[src/rtl/snn_pkg.sv]
// Shared spike-encoder definitions: default geometry, window length, FSM state encoding.
package snn_pkg;
  localparam int NUM_SPIKES_DEF = 8;
  localparam int IBITS_DEF      = 3;
  localparam int T              = 1 << IBITS_DEF;

  typedef enum logic [1:0] {
    IDLE = 2'd0,
    RUN  = 2'd1,
    DONE = 2'd2
  } enc_state_e;
endpackage

[src/rtl/spike_encoder_if.sv]
// Frame-offer handshake into the spike encoder: valid/ready plus the packed intensity frame.
interface spike_encoder_if
  import snn_pkg::*;
#(
  parameter int NUM_SPIKES = NUM_SPIKES_DEF,
  parameter int IBITS      = IBITS_DEF
);
  logic                             in_valid;
  logic                             in_ready;
  logic [NUM_SPIKES-1:0][IBITS-1:0] intensities;

  modport master (output in_valid, output intensities, input in_ready);
  modport slave  (input in_valid, input intensities, output in_ready);
endinterface

[src/rtl/spike_channel.sv]
// One encoder lane: latches its intensity on accept and registers its spike bit for the upcoming time step.
// Sticky step coding when SPIKE_STICKY_EN is defined, single-cycle pulse otherwise.
module spike_channel
  import snn_pkg::*;
#(
  parameter int IBITS = IBITS_DEF
) (
  input  logic             clk,
  input  logic             rst,
  input  logic             load,
  input  logic [IBITS-1:0] din,
  input  logic             run_next,
  input  logic [IBITS-1:0] t_next,
  output logic             spike
);
  localparam logic [IBITS-1:0] T_MAX = '1;

  logic [IBITS-1:0] intensity_q, intensity_d;
  logic [IBITS-1:0] fire_t;
  logic             spike_q, spike_d;

  // Spike is computed against next-cycle time so the register lines up with time_step.
  always_comb begin
    intensity_d = load ? din : intensity_q;
    fire_t      = T_MAX - intensity_d;
    spike_d     = 1'b0;
    if (run_next && (intensity_d != '0)) begin
`ifdef SPIKE_STICKY_EN
      spike_d = (t_next >= fire_t);
`else
      spike_d = (t_next == fire_t);
`endif
    end
  end

  always_ff @(posedge clk) begin
    if (rst) begin
      intensity_q <= '0;
      spike_q     <= 1'b0;
    end else begin
      intensity_q <= intensity_d;
      spike_q     <= spike_d;
    end
  end

  assign spike = spike_q;
endmodule

[src/rtl/spike_encoder.sv]
// Time-to-first-spike encoder: one accepted frame becomes a T-cycle spike window, then a DONE pulse.
// Optional macro SPIKE_STICKY_EN selects step coding instead of single pulses.
module spike_encoder
  import snn_pkg::*;
#(
  parameter int NUM_SPIKES = NUM_SPIKES_DEF,
  parameter int IBITS      = IBITS_DEF
) (
  input  logic                  clk,
  input  logic                  rst,
  spike_encoder_if.slave        in_if,
  output logic [NUM_SPIKES-1:0] spikes_out,
  output logic [IBITS-1:0]      time_step,
  output logic                  frame_active,
  output logic                  frame_done
);
  localparam logic [IBITS-1:0] T_MAX = '1;

  enc_state_e       state_q, state_d;
  logic [IBITS-1:0] time_step_q, time_step_d;
  logic             accept;
  logic             run_next;

  always_comb begin
    state_d     = state_q;
    time_step_d = '0;
    accept      = in_if.in_valid && (state_q == IDLE);
    case (state_q)
      IDLE: if (accept) state_d = RUN;
      RUN: begin
        if (time_step_q == T_MAX) state_d = DONE;
        else                      time_step_d = time_step_q + IBITS'(1);
      end
      DONE:    state_d = IDLE;
      default: state_d = IDLE;
    endcase
    run_next = (state_d == RUN);
  end

  always_ff @(posedge clk) begin
    if (rst) begin
      state_q     <= IDLE;
      time_step_q <= '0;
    end else begin
      state_q     <= state_d;
      time_step_q <= time_step_d;
    end
  end

  for (genvar i = 0; i < NUM_SPIKES; i++) begin : g_ch
    spike_channel #(.IBITS(IBITS)) u_ch (
      .clk      (clk),
      .rst      (rst),
      .load     (accept),
      .din      (in_if.intensities[i]),
      .run_next (run_next),
      .t_next   (time_step_d),
      .spike    (spikes_out[i])
    );
  end

  assign in_if.in_ready = (state_q == IDLE);
  assign time_step      = time_step_q;
  assign frame_active   = (state_q == RUN);
  assign frame_done     = (state_q == DONE);
endmodule

[src/flat_wrapper.sv]
// flat-port wrapper written by rule: the top's interface ports become plain ports
module spike_encoder_flat import snn_pkg::*;
#(
  parameter int NUM_SPIKES = NUM_SPIKES_DEF,
  parameter int IBITS      = IBITS_DEF
)
  (clk, rst, spikes_out, time_step, frame_active, frame_done, in_if_in_valid, in_if_intensities, in_if_in_ready);
  spike_encoder_if #(.NUM_SPIKES(NUM_SPIKES), .IBITS(IBITS)) in_if_i ();
  input  logic clk;
  input  logic rst;
  output logic [NUM_SPIKES-1:0] spikes_out;
  output logic [IBITS-1:0] time_step;
  output logic frame_active;
  output logic frame_done;
  input wire logic [$bits(in_if_i.in_valid)-1:0] in_if_in_valid;
  input wire logic [$bits(in_if_i.intensities)-1:0] in_if_intensities;
  output wire logic [$bits(in_if_i.in_ready)-1:0] in_if_in_ready;
  assign in_if_i.in_valid = in_if_in_valid;
  assign in_if_i.intensities = in_if_intensities;
  assign in_if_in_ready = in_if_i.in_ready;
  spike_encoder #(.NUM_SPIKES(NUM_SPIKES), .IBITS(IBITS)) u_core (.clk(clk), .rst(rst), .in_if(in_if_i), .spikes_out(spikes_out), .time_step(time_step), .frame_active(frame_active), .frame_done(frame_done));
endmodule
[config.mk]
export PLATFORM = sky130hd
export DESIGN_NAME = spike_encoder_flat
export DESIGN_NICKNAME = d
export VERILOG_FILES = /design/src/rtl/snn_pkg.sv /design/src/rtl/spike_encoder_if.sv /design/src/rtl/spike_channel.sv /design/src/rtl/spike_encoder.sv /design/src/flat_wrapper.sv
export SDC_FILE = /design/constraint.sdc
export NUM_CORES = 1
export LEC_CHECK = 0
export ABC_AREA = 1
export CAP_MARGIN = 20
export CORE_MARGIN = 4
export CORE_UTILIZATION = 44
export DETAILED_ROUTE_END_ITERATION = 10
export PLACE_DENSITY = 0.71
export SKIP_CTS_REPAIR_TIMING = 1
export SYNTH_ARGS = -nofsm -noshare
export SYNTH_HDL_FRONTEND = slang
export SYNTH_SLANG_ARGS = --single-unit
[constraint.sdc]
create_clock -name clk -period 2.7 [get_ports clk]
set_clock_uncertainty 0.15 [all_clocks]
set_input_delay 0.54 -clock clk [delete_from_list [all_inputs] [get_ports clk]]
set_output_delay 0.54 -clock clk [all_outputs]
set_load 0.1 [all_outputs]
* Word-level counts from Yosys, hierarchy flattened
Cells that the tools add are included.
** Operators by class
- Bitwise operators :: 8
- Equal/unequal tests :: 12
- $add $sub $neg :: 9
- Muxes and demuxes :: 13
- Reductions and logical operators :: 26
** Operators by type and width (number)
- $mux W3 :: 10
- $eq A3 B3 Y1 :: 8
- $reduce_bool A3 Y1 :: 8
- $sub A3 B3 Y3 const A :: 8
- $reduce_or A2 Y1 :: 8
- $logic_and A1 B1 Y1 :: 9
- $not A1 Y1 :: 8
- $eq A2 B1 Y1 const B :: 2
- $mux W2 :: 2
- $pmux W2 S2 :: 1
- $add A3 B1 Y3 const B :: 1
- $eq A3 B3 Y1 const B :: 1
- $eq A2 B2 Y1 const B :: 1
- $logic_not A2 Y1 :: 1
** Word-level totals
- Output and inout port bits :: 14
- Bits in registers :: 37

* Logic depth before layout (Yosys ltp)
Gate-level depths: netlist (run 1).
- Depth after elaboration :: 8
- Depth in mapped cells :: 9
- Mapped depth without buffers :: 9

* Modules after synthesis
Synthesis (run 1) repeated with hierarchy kept, for this count alone.
** Second synthesis, totals
- Cell total of the unflattened synthesis :: 315
- Area total of the unflattened synthesis :: 2077.0 um^2
** By module, submodules not included
- spike_channel :: instances 8, cells an instance 36, area an instance 232.7 um^2
- spike_encoder :: instances 1, cells an instance 27, area an instance 215.2 um^2

* Worst setup path after synthesis (run 1)
Ideal clock, no wire load.
- Path type :: register to register
- Start :: register u_core.state_q[0]
- End :: register u_core.g_ch[0].u_ch.spike_q
- Data arrival time :: 2683 ps
- Stages on the path, launching flop included :: 8
- Library setup time :: 112 ps
- Data required time :: 2438 ps
- Period minus slack after synthesis :: 2945 ps
- Setup slack :: -245 ps
- Path through :: dfxtp_1 -> inv_1 -> nor2_1 -> nand2_1 -> inv_1 -> nand2_1 -> nand3_1 -> nor2_1
** Between the ends
- Elaborated cells on any way between the ends :: 15
** RTL lines
- start, declared :: line spike_encoder.sv:19 : enc_state_e state_q, state_d;
- start signal, assigned :: line spike_encoder.sv:45 : state_q <= state_d;
- $eq A2 B1 Y1 *
- named net frame_active :: line flat_wrapper.sv:13 : output logic frame_active;
- $pmux W2 S2 :: line spike_encoder.sv:28 : case (state_q)
- $eq A2 B1 Y1 :: line spike_encoder.sv:37 : run_next = (state_d == RUN);
- $logic_and A1 B1 Y1 :: line spike_channel.sv:27 : if (run_next && (intensity_d != '0)) begin
- $not A1 Y1 (no source line)
- $reduce_or A2 Y1 (no source line)
- end signal, assigned :: line spike_channel.sv:42 : spike_q <= spike_d;
- end, declared :: line spike_channel.sv:20 : logic spike_q, spike_d;
The timed path passes the listed nets; every way through them passes the cells marked *.
A chain may end at the register's enable or synchronous reset.

* Final worst setup path (run 1)
- Start :: register u_core.time_step_q[0], in the netlist u_core.time_step[0]
- End :: register u_core.g_ch[6].u_ch.spike_q
** Between the ends
- Word-level cells in the longest chain between the ends :: 7
- Elaborated cells on any way between the ends :: 11
** Ends and longest elaborated chain
- start, declared :: line spike_encoder.sv:20 : logic [IBITS-1:0] time_step_q, time_step_d;
- start signal, assigned :: line spike_encoder.sv:46 : time_step_q <= time_step_d;
- $eq A3 B3 Y1 :: line spike_encoder.sv:31 : if (time_step_q == T_MAX) state_d = DONE;
- $mux W2 :: line spike_encoder.sv:31
- $pmux W2 S2 :: line spike_encoder.sv:28
- $eq A2 B1 Y1 :: line spike_encoder.sv:37
- $logic_and A1 B1 Y1 :: line spike_channel.sv:27
- $not A1 Y1 (no source line)
- $reduce_or A2 Y1 (no source line)
- end signal, assigned :: line spike_channel.sv:42
- end, declared :: line spike_channel.sv:20
Parallel ways exist; a longest one is shown, timed or not.

==> flow_summary.ini, run 1 <==
[status]
status = completed

[floorplan]
die_h_um = 74.2
die-area_mm2 = 0.00551
coreArea_mm2 = 0.00412
start_util = 0.469
ios = 41
num_rows = 23
dieWidth_um = 74.2

[clock_tree]
clockRootBuffer = clkbuf_8
cts_made_buffers = 5
cts_tree = yes
cts_max_level = 2
clkLatencyLatePin_ns = 0.29
cts.path.max_buffers = 2
clk_pin_slew_ns = 0.07
cts.sinks = 37

[power_and_ir_drop]
seqPwrFrac = 0.444
clkPwrFrac = 0.324
p_comb_frac = 0.232
p_total_mw = 1.33
cellLeakagePower_nw = 1.21
cellPowerDensity_mw_per_mm2 = 550
irDropWorstVdd_mv = 0.272
internal_power_uw = 924
p_sw_uw = 401
swShare = 0.303

[worst_setup_path]
critPathCaptureType = flop
cp_slowest_cell = dfxtp_1
reg2reg_from = u_core.time_step[0]
path_delay_family = simple AND/OR/NAND/NOR gates
cp.arrival_ns = 2.07
crit_required_ns = 2.77
path_depth = 8
path_buf_inv = 1
crit_fanout = 10
ff2ff_path_depth = 8
crit_chain = ha_1 -> ha_1 -> inv_1 -> nor2_4 -> nand2_1 -> nand2_1 -> nand3_1 -> nor2_1
rrSetupSlack_ns = 0.71
path_class = reg -> reg
r2r_end = u_core.g_ch[6].u_ch.spike
startpoint_type = flop
max_stage_delay_ns = 0.33

[yosys]
synth_edf_count = 0
synth-seq-cells = 37
netlist_instances = 289
yosys-top-cells-count = nand2_1, nand3_1, dfxtp_1
ys_types = 19
synth.avg_cell_area_um2 = 6.68
synth_nets = 318
seq_area_frac_synth = 0.384
ys_async_sr_fraction = 0
synthFlopType = dfxtp_1
syn_area_mm2 = 0.00193
yosys_warnings = 0
synth.area.top_cells = dfxtp_1, nand2_1, nand3_1
synth_most_common_cell = nand2_1
synth_top_cell_by_area = dfxtp_1
synth_top_area_share = 0.384

[hold_path]
hold-path-endpoint = u_core.g_ch[7].u_ch.intensity_q[1]
min_from = u_core.g_ch[7].u_ch.intensity_q[1]
whs_path_depth = 2
holdCritPathClass = reg -> reg

[placement]
port_buffers = 40
placed_area_mm2 = 0.00231
hpwl_mm = 3.23
place_congestion = 0.899
placed_cells = 366

[finish]
area_delta_synth_final_pct = 24.9
diodes = 0
fin_nets = 352
fin_area_mm2 = 0.00241
drive_gt1_frac = 0.108
instances_no_fill = 374

[sta]
hold_viol = 0
max-slew-margin-rel = 0.709
finalSetupTns_ns = 0
layout_worst_path_cycle_share = 0.737
whs_ns = 0.359
setup_viol = 0
slew_violations = 0
fmax_mhz = 502
tightest_slew_ns = 0.437
rsz0062_at_grt = no
fin_crit_ns = 1.99

[route]
avgRoutedWirePerCell_um = 12.3
routed_wl_mm = 4.61
dr.pass1.iters = 4
first_iter_violations = 169
drc = 0
via_per_inst = 4.88
dr_total_vias = 1826
ant_nets = 0

[global_routing]
track_usage = 0.183
grt_antenna_before_repair = 0
grt_pass1_vias = 1594
grt_start_max_net_pins = 29
grt.overflow.total = 0
grt_first_pass_wirelength_mm = 7.51

[run]
maxCapViolations = 0
cell usage in the layout (no fill, tap or decap), drive strengths merged:
master / n
nand2: 82
nand3: 59
dfxtp: 37
inv: 34
nor2: 33
clkdlybuf4s50: 26
buf: 18
nand3b: 14
and2: 7
clkbuf: 7
o21ai: 2
ha: 2
clkinv: 2
a21oi: 1
registers in the layout (all words and copies together), names as in the netlist:
name                          cells
u_core.g_ch.u_ch.intensity_q     24
u_core.g_ch.u_ch.spike            8
u_core.time_step                  3
u_core.state_q                    2
how the worst max path moves through the flow:
stage                              startpoint                   endpoint
after floorplan             u_core.state_q[1]                 frame_done
after global placement         in_if_in_valid  u_core.g_ch[5].u_ch.spike
after detailed placement       in_if_in_valid  u_core.g_ch[1].u_ch.spike
after CTS                 u_core.time_step[0]  u_core.g_ch[6].u_ch.spike
after global routing      u_core.time_step[0]  u_core.g_ch[6].u_ch.spike
final                     u_core.time_step[0]  u_core.g_ch[6].u_ch.spike
power groups by stage:
stage / logic, mW / clock network (mW) / registers [mW]
finish: 0.308 / 0.429 / 0.589
global route: 0.342 / 0.463 / 0.591
detailed placement: 0.308 / 0 / 0.601
floorplan: 0.212 / 0 / 0.607
global placement: 0.305 / 0 / 0.601
CTS: 0.309 / 0.444 / 0.588
metal layers:
metal	global-route usage	vias up	routed length, um
met1	0.241	806	2170
met3	0.0486	8	289
met2	0.279	44	2050
met4	0.0870	0	102
li1	-	968	-
met5	0	-	0
cells by family after synthesis:
kind of cell | Yosys count | share of synthesized area
flip-flops | 37 | 0.384
AND/OR/NAND/NOR | 195 | 0.468
adder cells (fa/ha/maj) | 2 | 0.0130
buffers and inverters | 52 | 0.123
AO/OA/AOI/OAI | 3 | 0.0117
layout make-up:
cell class | count | area (um2)
fill | 408 | 1710
multi-input combinational | 200 | 953
sequential | 37 | 741
timing repair buffer | 44 | 420
inverter | 35 | 131
clock buffer | 7 | 96.3
tap | 50 | 62.6
clock inverter | 1 | 5.00
worst register-to-register path, delay by kind of cell (launching register included):
family	cells	cell delay, ns
simple gates	5	0.92
fa+ha+maj	2	0.47
flops	1	0.33
buf+inv	1	0.06
through the flow:
step	worst slack (ns)	util
after floorplan	0.291	-
after global placement	0.497	0.561
after detailed placement	0.471	0.561
after CTS	0.698	0.586
after global routing	0.548	0.586
final	0.709	0.586
Note: power is estimated with default switching activity, not from simulation.
==> run 2: changes to the inputs <==
Settings changed: PLACE_DENSITY 0.71 to 0.73.
Clock period 2.7 ns to 1.8 ns, I/O delays scaled along.
==> run 2 against run 1 <==
Fmax is 14% higher. Critical path depth stayed put. Core utilization is 11 points higher. Global-route usage is 1.7 points higher. First-iteration DRC count is 20% lower. Clock power is 31% higher. Combinational power is 88% higher. Worst hold slack better by 0.049 ns. Highest routed layer unchanged. Non-clock buffer count is 30 higher. Sequential cell count stayed put. Sequential share of layout area is 4.4 points lower.
==> flow_summary.ini, run 2 (synthesized netlist as in run 1, its figures left out) <==
[power_and_ir_drop]
p_comb_frac = 0.286
p_total_mw = 2.03
clkPwrFrac = 0.278
cellPowerDensity_mw_per_mm2 = 713
seqPwrFrac = 0.436
internal_power_mw = 1.40
p_sw_uw = 629
cellLeakagePower_nw = 1.41
irDropWorstVdd_mv = 0.421
swShare = 0.310

[worst_setup_path]
crit_fanout = 6
cp_slowest_cell = dfxtp_4
path_buf_inv = 2
critPathCaptureType = flop
path_delay_family = adder cells
startpoint_type = flop
crit_chain = ha_1 -> ha_1 -> inv_1 -> nor2_4 -> buf_4 -> nand3_1 -> nand3_1 -> nor2_1
crit_required_ns = 1.84
reg2reg_from = u_core.time_step[0]
rrSetupSlack_ns = 0.06
r2r_end = u_core.g_ch[4].u_ch.spike
max_stage_delay_ns = 0.35
ff2ff_path_depth = 8
path_class = reg -> reg
path_depth = 8
cp.arrival_ns = 1.78

[sta]
setup_viol = 0
finalSetupTns_ns = 0
tightest_slew_ns = 0.351
fmax_mhz = 574
layout_worst_path_cycle_share = 0.967
max-slew-margin-rel = 0.765
fin_crit_ns = 1.74
slew_violations = 0
hold_viol = 0
setup_slack_ns = 0.0588

[clock_tree]
cts.path.max_buffers = 2
cts_made_buffers = 5
clk_pin_slew_ns = 0.07
clockRootBuffer = clkbuf_8
cts.sinks = 37
cts_tree = yes
cts_max_level = 2
clkLatencyLatePin_ns = 0.29

[floorplan]
die_h_um = 74.2
ios = 41
coreArea_mm2 = 0.00412
num_rows = 23
start_util = 0.469
die-area_mm2 = 0.00551
dieWidth_um = 74.2

[placement]
port_buffers = 40
pre_cts_slack_ns = -0.141
hpwl_mm = 3.63
place_congestion = 0.820

[finish]
final_common_cell = nand2_1
fin_nets = 382
post-route-util = 0.692
drive_gt1_frac = 0.203
diodes = 0
area_delta_synth_final_pct = 47.5
regMostFlops = u_core.g_ch.u_ch.intensity_q
largest_reg_flops = 24
final_cell_mix = nand2_1, nand3_1, dfxtp_1

[route]
ant_nets = 0
dr.pass1.iters = 4
avgRoutedWirePerCell_um = 12.8
dr_total_vias = 2026
drc = 0
first_iter_violations = 135
via_per_inst = 5.01
routed_wl_mm = 5.18

[status]
status = completed

[global_routing]
grt_pass1_vias = 1905
track_usage = 0.200
grt.overflow.total = 0
grt_antenna_before_repair = 0
grt_start_max_net_pins = 20
grt_first_pass_wirelength_mm = 8.47

[hold_path]
hold-path-endpoint = u_core.g_ch[1].u_ch.intensity_q[2]
min_from = u_core.g_ch[1].u_ch.intensity_q[2]
whs_path_depth = 4
holdCritPathClass = reg -> reg

[run]
maxCapViolations = 0
==> run 2: changes by cell type in the layout (fill, tap and decap cells not counted), sizes merged <==
cell    change
clkbuf      +1
clkinv      -1
buf        +30
==> run 2: per-layer routing <==
layer  vias up  part of all wire  track usage
met2        60              0.48        0.337
met1       922              0.43        0.256
met4         0             0.018       0.0751
li1       1032                 -            -
met5         -                 0            0
met3        12             0.068       0.0351
==> run 2: worst min-delay path: cells and delay by family (launching register included) <==
kind,cells,cell delay [ns]
AND/OR/NAND/NOR,2,0.14
buffers and inverters,2,0.08
flip-flops,1,0.30
==> run 2: stage by stage <==
| step | cell area [um2] | cells | hold WS [ns] |
|---|---|---|---|
| floorplan | 1970 | 289 | 0.318 |
| global placement | 2710 | 393 | 0.378 |
| detailed placement | 2710 | 393 | 0.396 |
| CTS | 2790 | 401 | 0.405 |
| global route | 2850 | 404 | 0.450 |
| finish | 2850 | 404 | 0.408 |
==> run 2: worst max path at each step <==
| stage | to | from |
|---|---|---|
| after floorplan | u_core.g_ch[0].u_ch.spike | u_core.state_q[0] |
| after global placement | u_core.g_ch[5].u_ch.spike | in_if_in_valid |
| after detailed placement | u_core.g_ch[3].u_ch.spike | in_if_in_valid |
| after CTS | in_if_in_ready | u_core.state_q[0] |
| after global routing | u_core.g_ch[0].u_ch.spike | u_core.time_step[0] |
| final | u_core.g_ch[4].u_ch.spike | u_core.time_step[0] |
==> run 2: layout make-up <==
cell class,count,area [um2]
Timing Repair Buffer,74,816
Fill cell,345,1270
Inverter,35,134
Sequential cell,37,751
Multi-Input combinational cell,200,1000
Clock buffer,8,80.1
Tap cell,50,62.6
==> run 2: power by group through the flow <==
stage	logic, mW	clock network (mW)	registers, mW
global placement	0.552	0	0.903
detailed placement	0.560	0	0.904
global route	0.637	0.600	0.889
floorplan	0.324	0	0.910
finish	0.579	0.564	0.885
CTS	0.566	0.571	0.886
==> run 3: changes to the inputs <==
Settings changed: DONT_BUFFER_PORTS set to 1, PLACE_DENSITY 0.73 to not set.
==> run 3 against run 2 <==
Clock power rose by 22%. Largest cell class unchanged. First-iteration DRC count shrank 5.2%. Via count fell by 12%. Power down 2.1%. Largest power group unchanged. Cell count is 12% lower. Global-route usage down 1.0 points. Sequential cell count stayed put.
==> flow_summary.ini, run 3 (synthesized netlist as in run 1, its figures left out) <==
[finish]
largest_reg_flops = 24
drive_gt1_frac = 0.161
fin_nets = 333
final_cell_mix = nand2_1, nand3_1, dfxtp_1
diodes = 0
post-route-util = 0.553
regMostFlops = u_core.g_ch.u_ch.intensity_q
area_delta_synth_final_pct = 17.9
final_common_cell = nand2_1

[sta]
tightest_slew_ns = 0.790
finalSetupTns_ns = 0
rsz0062_at_grt = yes
setup_viol = 0
fmax_mhz = 575
layout_worst_path_cycle_share = 0.966
whs_ns = 0.0792
setup_slack_ns = 0.0611
fin_crit_ns = 1.74
hold_viol = 0
max-slew-margin-rel = 0.472
slew_violations = 0

[worst_setup_path]
rrSetupSlack_ns = 0.10
crit_required_ns = 1.29
cp.arrival_ns = 1.23
r2r_end = u_core.g_ch[3].u_ch.spike
critPathCaptureType = output port
path_class = reg -> out
ff2ff_path_depth = 9
reg2reg_from = u_core.time_step[0]
crit_fanout = 9
startpoint_type = flop

[status]
status = completed

[power_and_ir_drop]
seqPwrFrac = 0.443
irDropWorstVdd_mv = 0.436
clkPwrFrac = 0.346
p_comb_frac = 0.211
p_sw_uw = 589
p_total_mw = 1.99
cellPowerDensity_mw_per_mm2 = 873
swShare = 0.296
internal_power_mw = 1.40
cellLeakagePower_nw = 1.17

[route]
via_per_inst = 5.02
first_iter_violations = 128
dr_total_vias = 1783
avgRoutedWirePerCell_um = 13.5
ant_nets = 0
routed_wl_mm = 4.78
dr.pass1.iters = 4
drc = 0

[floorplan]
start_util = 0.469
die-area_mm2 = 0.00551
die_h_um = 74.2
dieWidth_um = 74.2
num_rows = 23
ios = 41
coreArea_mm2 = 0.00412

[hold_path]
holdCritPathClass = in -> reg
min_from = in_if_intensities[18]
whs_path_depth = 2
hold-path-endpoint = u_core.g_ch[6].u_ch.intensity_q[0]

[clock_tree]
cts.sinks = 37
cts_made_buffers = 5
clk_pin_slew_ns = 0.07
cts_tree = yes
cts.path.max_buffers = 2
clkLatencyLatePin_ns = 0.29
cts_max_level = 2
clockRootBuffer = clkbuf_8

[placement]
place_congestion = 0.843
hpwl_mm = 3.34
pre_cts_slack_ns = 0.0712
port_buffers = 0

[run]
maxCapViolations = 0

[global_routing]
grt_pass1_vias = 1716
grt_start_max_net_pins = 29
track_usage = 0.190
grt_antenna_before_repair = 0
grt_first_pass_wirelength_mm = 7.88
grt.overflow.total = 0
-- run 3: cell types whose count changed in the layout (fill, tap and decap cells not counted), moves of 2 or more --
cell | before | now
buf_12 | 15 | 2
clkbuf_1 | 3 | 1
buf_4 | 31 | 18
clkdlybuf4s50_1 | 26 | 0
-- run 3: layout make-up --
| class | instances | area [um2] |
|---|---|---|
| Inverter | 35 | 131 |
| Tap cell | 50 | 62.6 |
| Sequential cell | 37 | 751 |
| Timing Repair Buffer | 24 | 219 |
| Fill cell | 433 | 1840 |
| Clock buffer | 8 | 111 |
| Multi-Input combinational cell | 201 | 1000 |
-- run 3: power groups by stage --
stage / sequential (mW) / combinational [mW] / clock (mW)
floorplan: 0.910 / 0.324 / 0
global placement: 0.899 / 0.394 / 0
detailed placement: 0.900 / 0.397 / 0
CTS: 0.881 / 0.398 / 0.706
global route: 0.886 / 0.475 / 0.734
finish: 0.881 / 0.419 / 0.687
-- run 3: worst max path at each step --
stage	end	slack, ns	from	cells after the start
2_1_floorplan	u_core.g_ch[0].u_ch.spike	-0.01	u_core.state_q[0]	7
3_3_place_gp	u_core.g_ch[4].u_ch.spike	0.10	u_core.time_step[0]	9
3_5_place_dp	u_core.g_ch[4].u_ch.spike	0.07	u_core.time_step[0]	9
4_1_cts	in_if_in_ready	-0.14	u_core.state_q[0]	3
5_1_grt	u_core.g_ch[1].u_ch.spike	-0.04	u_core.time_step[0]	9
6_report	in_if_in_ready	0.06	u_core.state_q[1]	3
-- run 3: worst max-delay path, cell delays in order (launching register included) --
cell and delay [ns]:
dfxtp_1 0.37, nor2_4 0.23, buf_6 0.17, buf_12 0.17
-- run 3: per-layer routing --
layer / GRT usage / share of wire / vias up
met2: 0.335 / 0.48 / 34
met5: 0 / 0 / -
met4: 0.0672 / 0.012 / 0
met1: 0.228 / 0.46 / 808
li1: - / - / 936
met3: 0.0392 / 0.052 / 5
-- run 3: stage by stage --
stage / area (um2) / std cells
finish: 2270 / 355
CTS: 2200 / 351
floorplan: 1970 / 289
global route: 2270 / 355
global placement: 2090 / 343
detailed placement: 2090 / 343
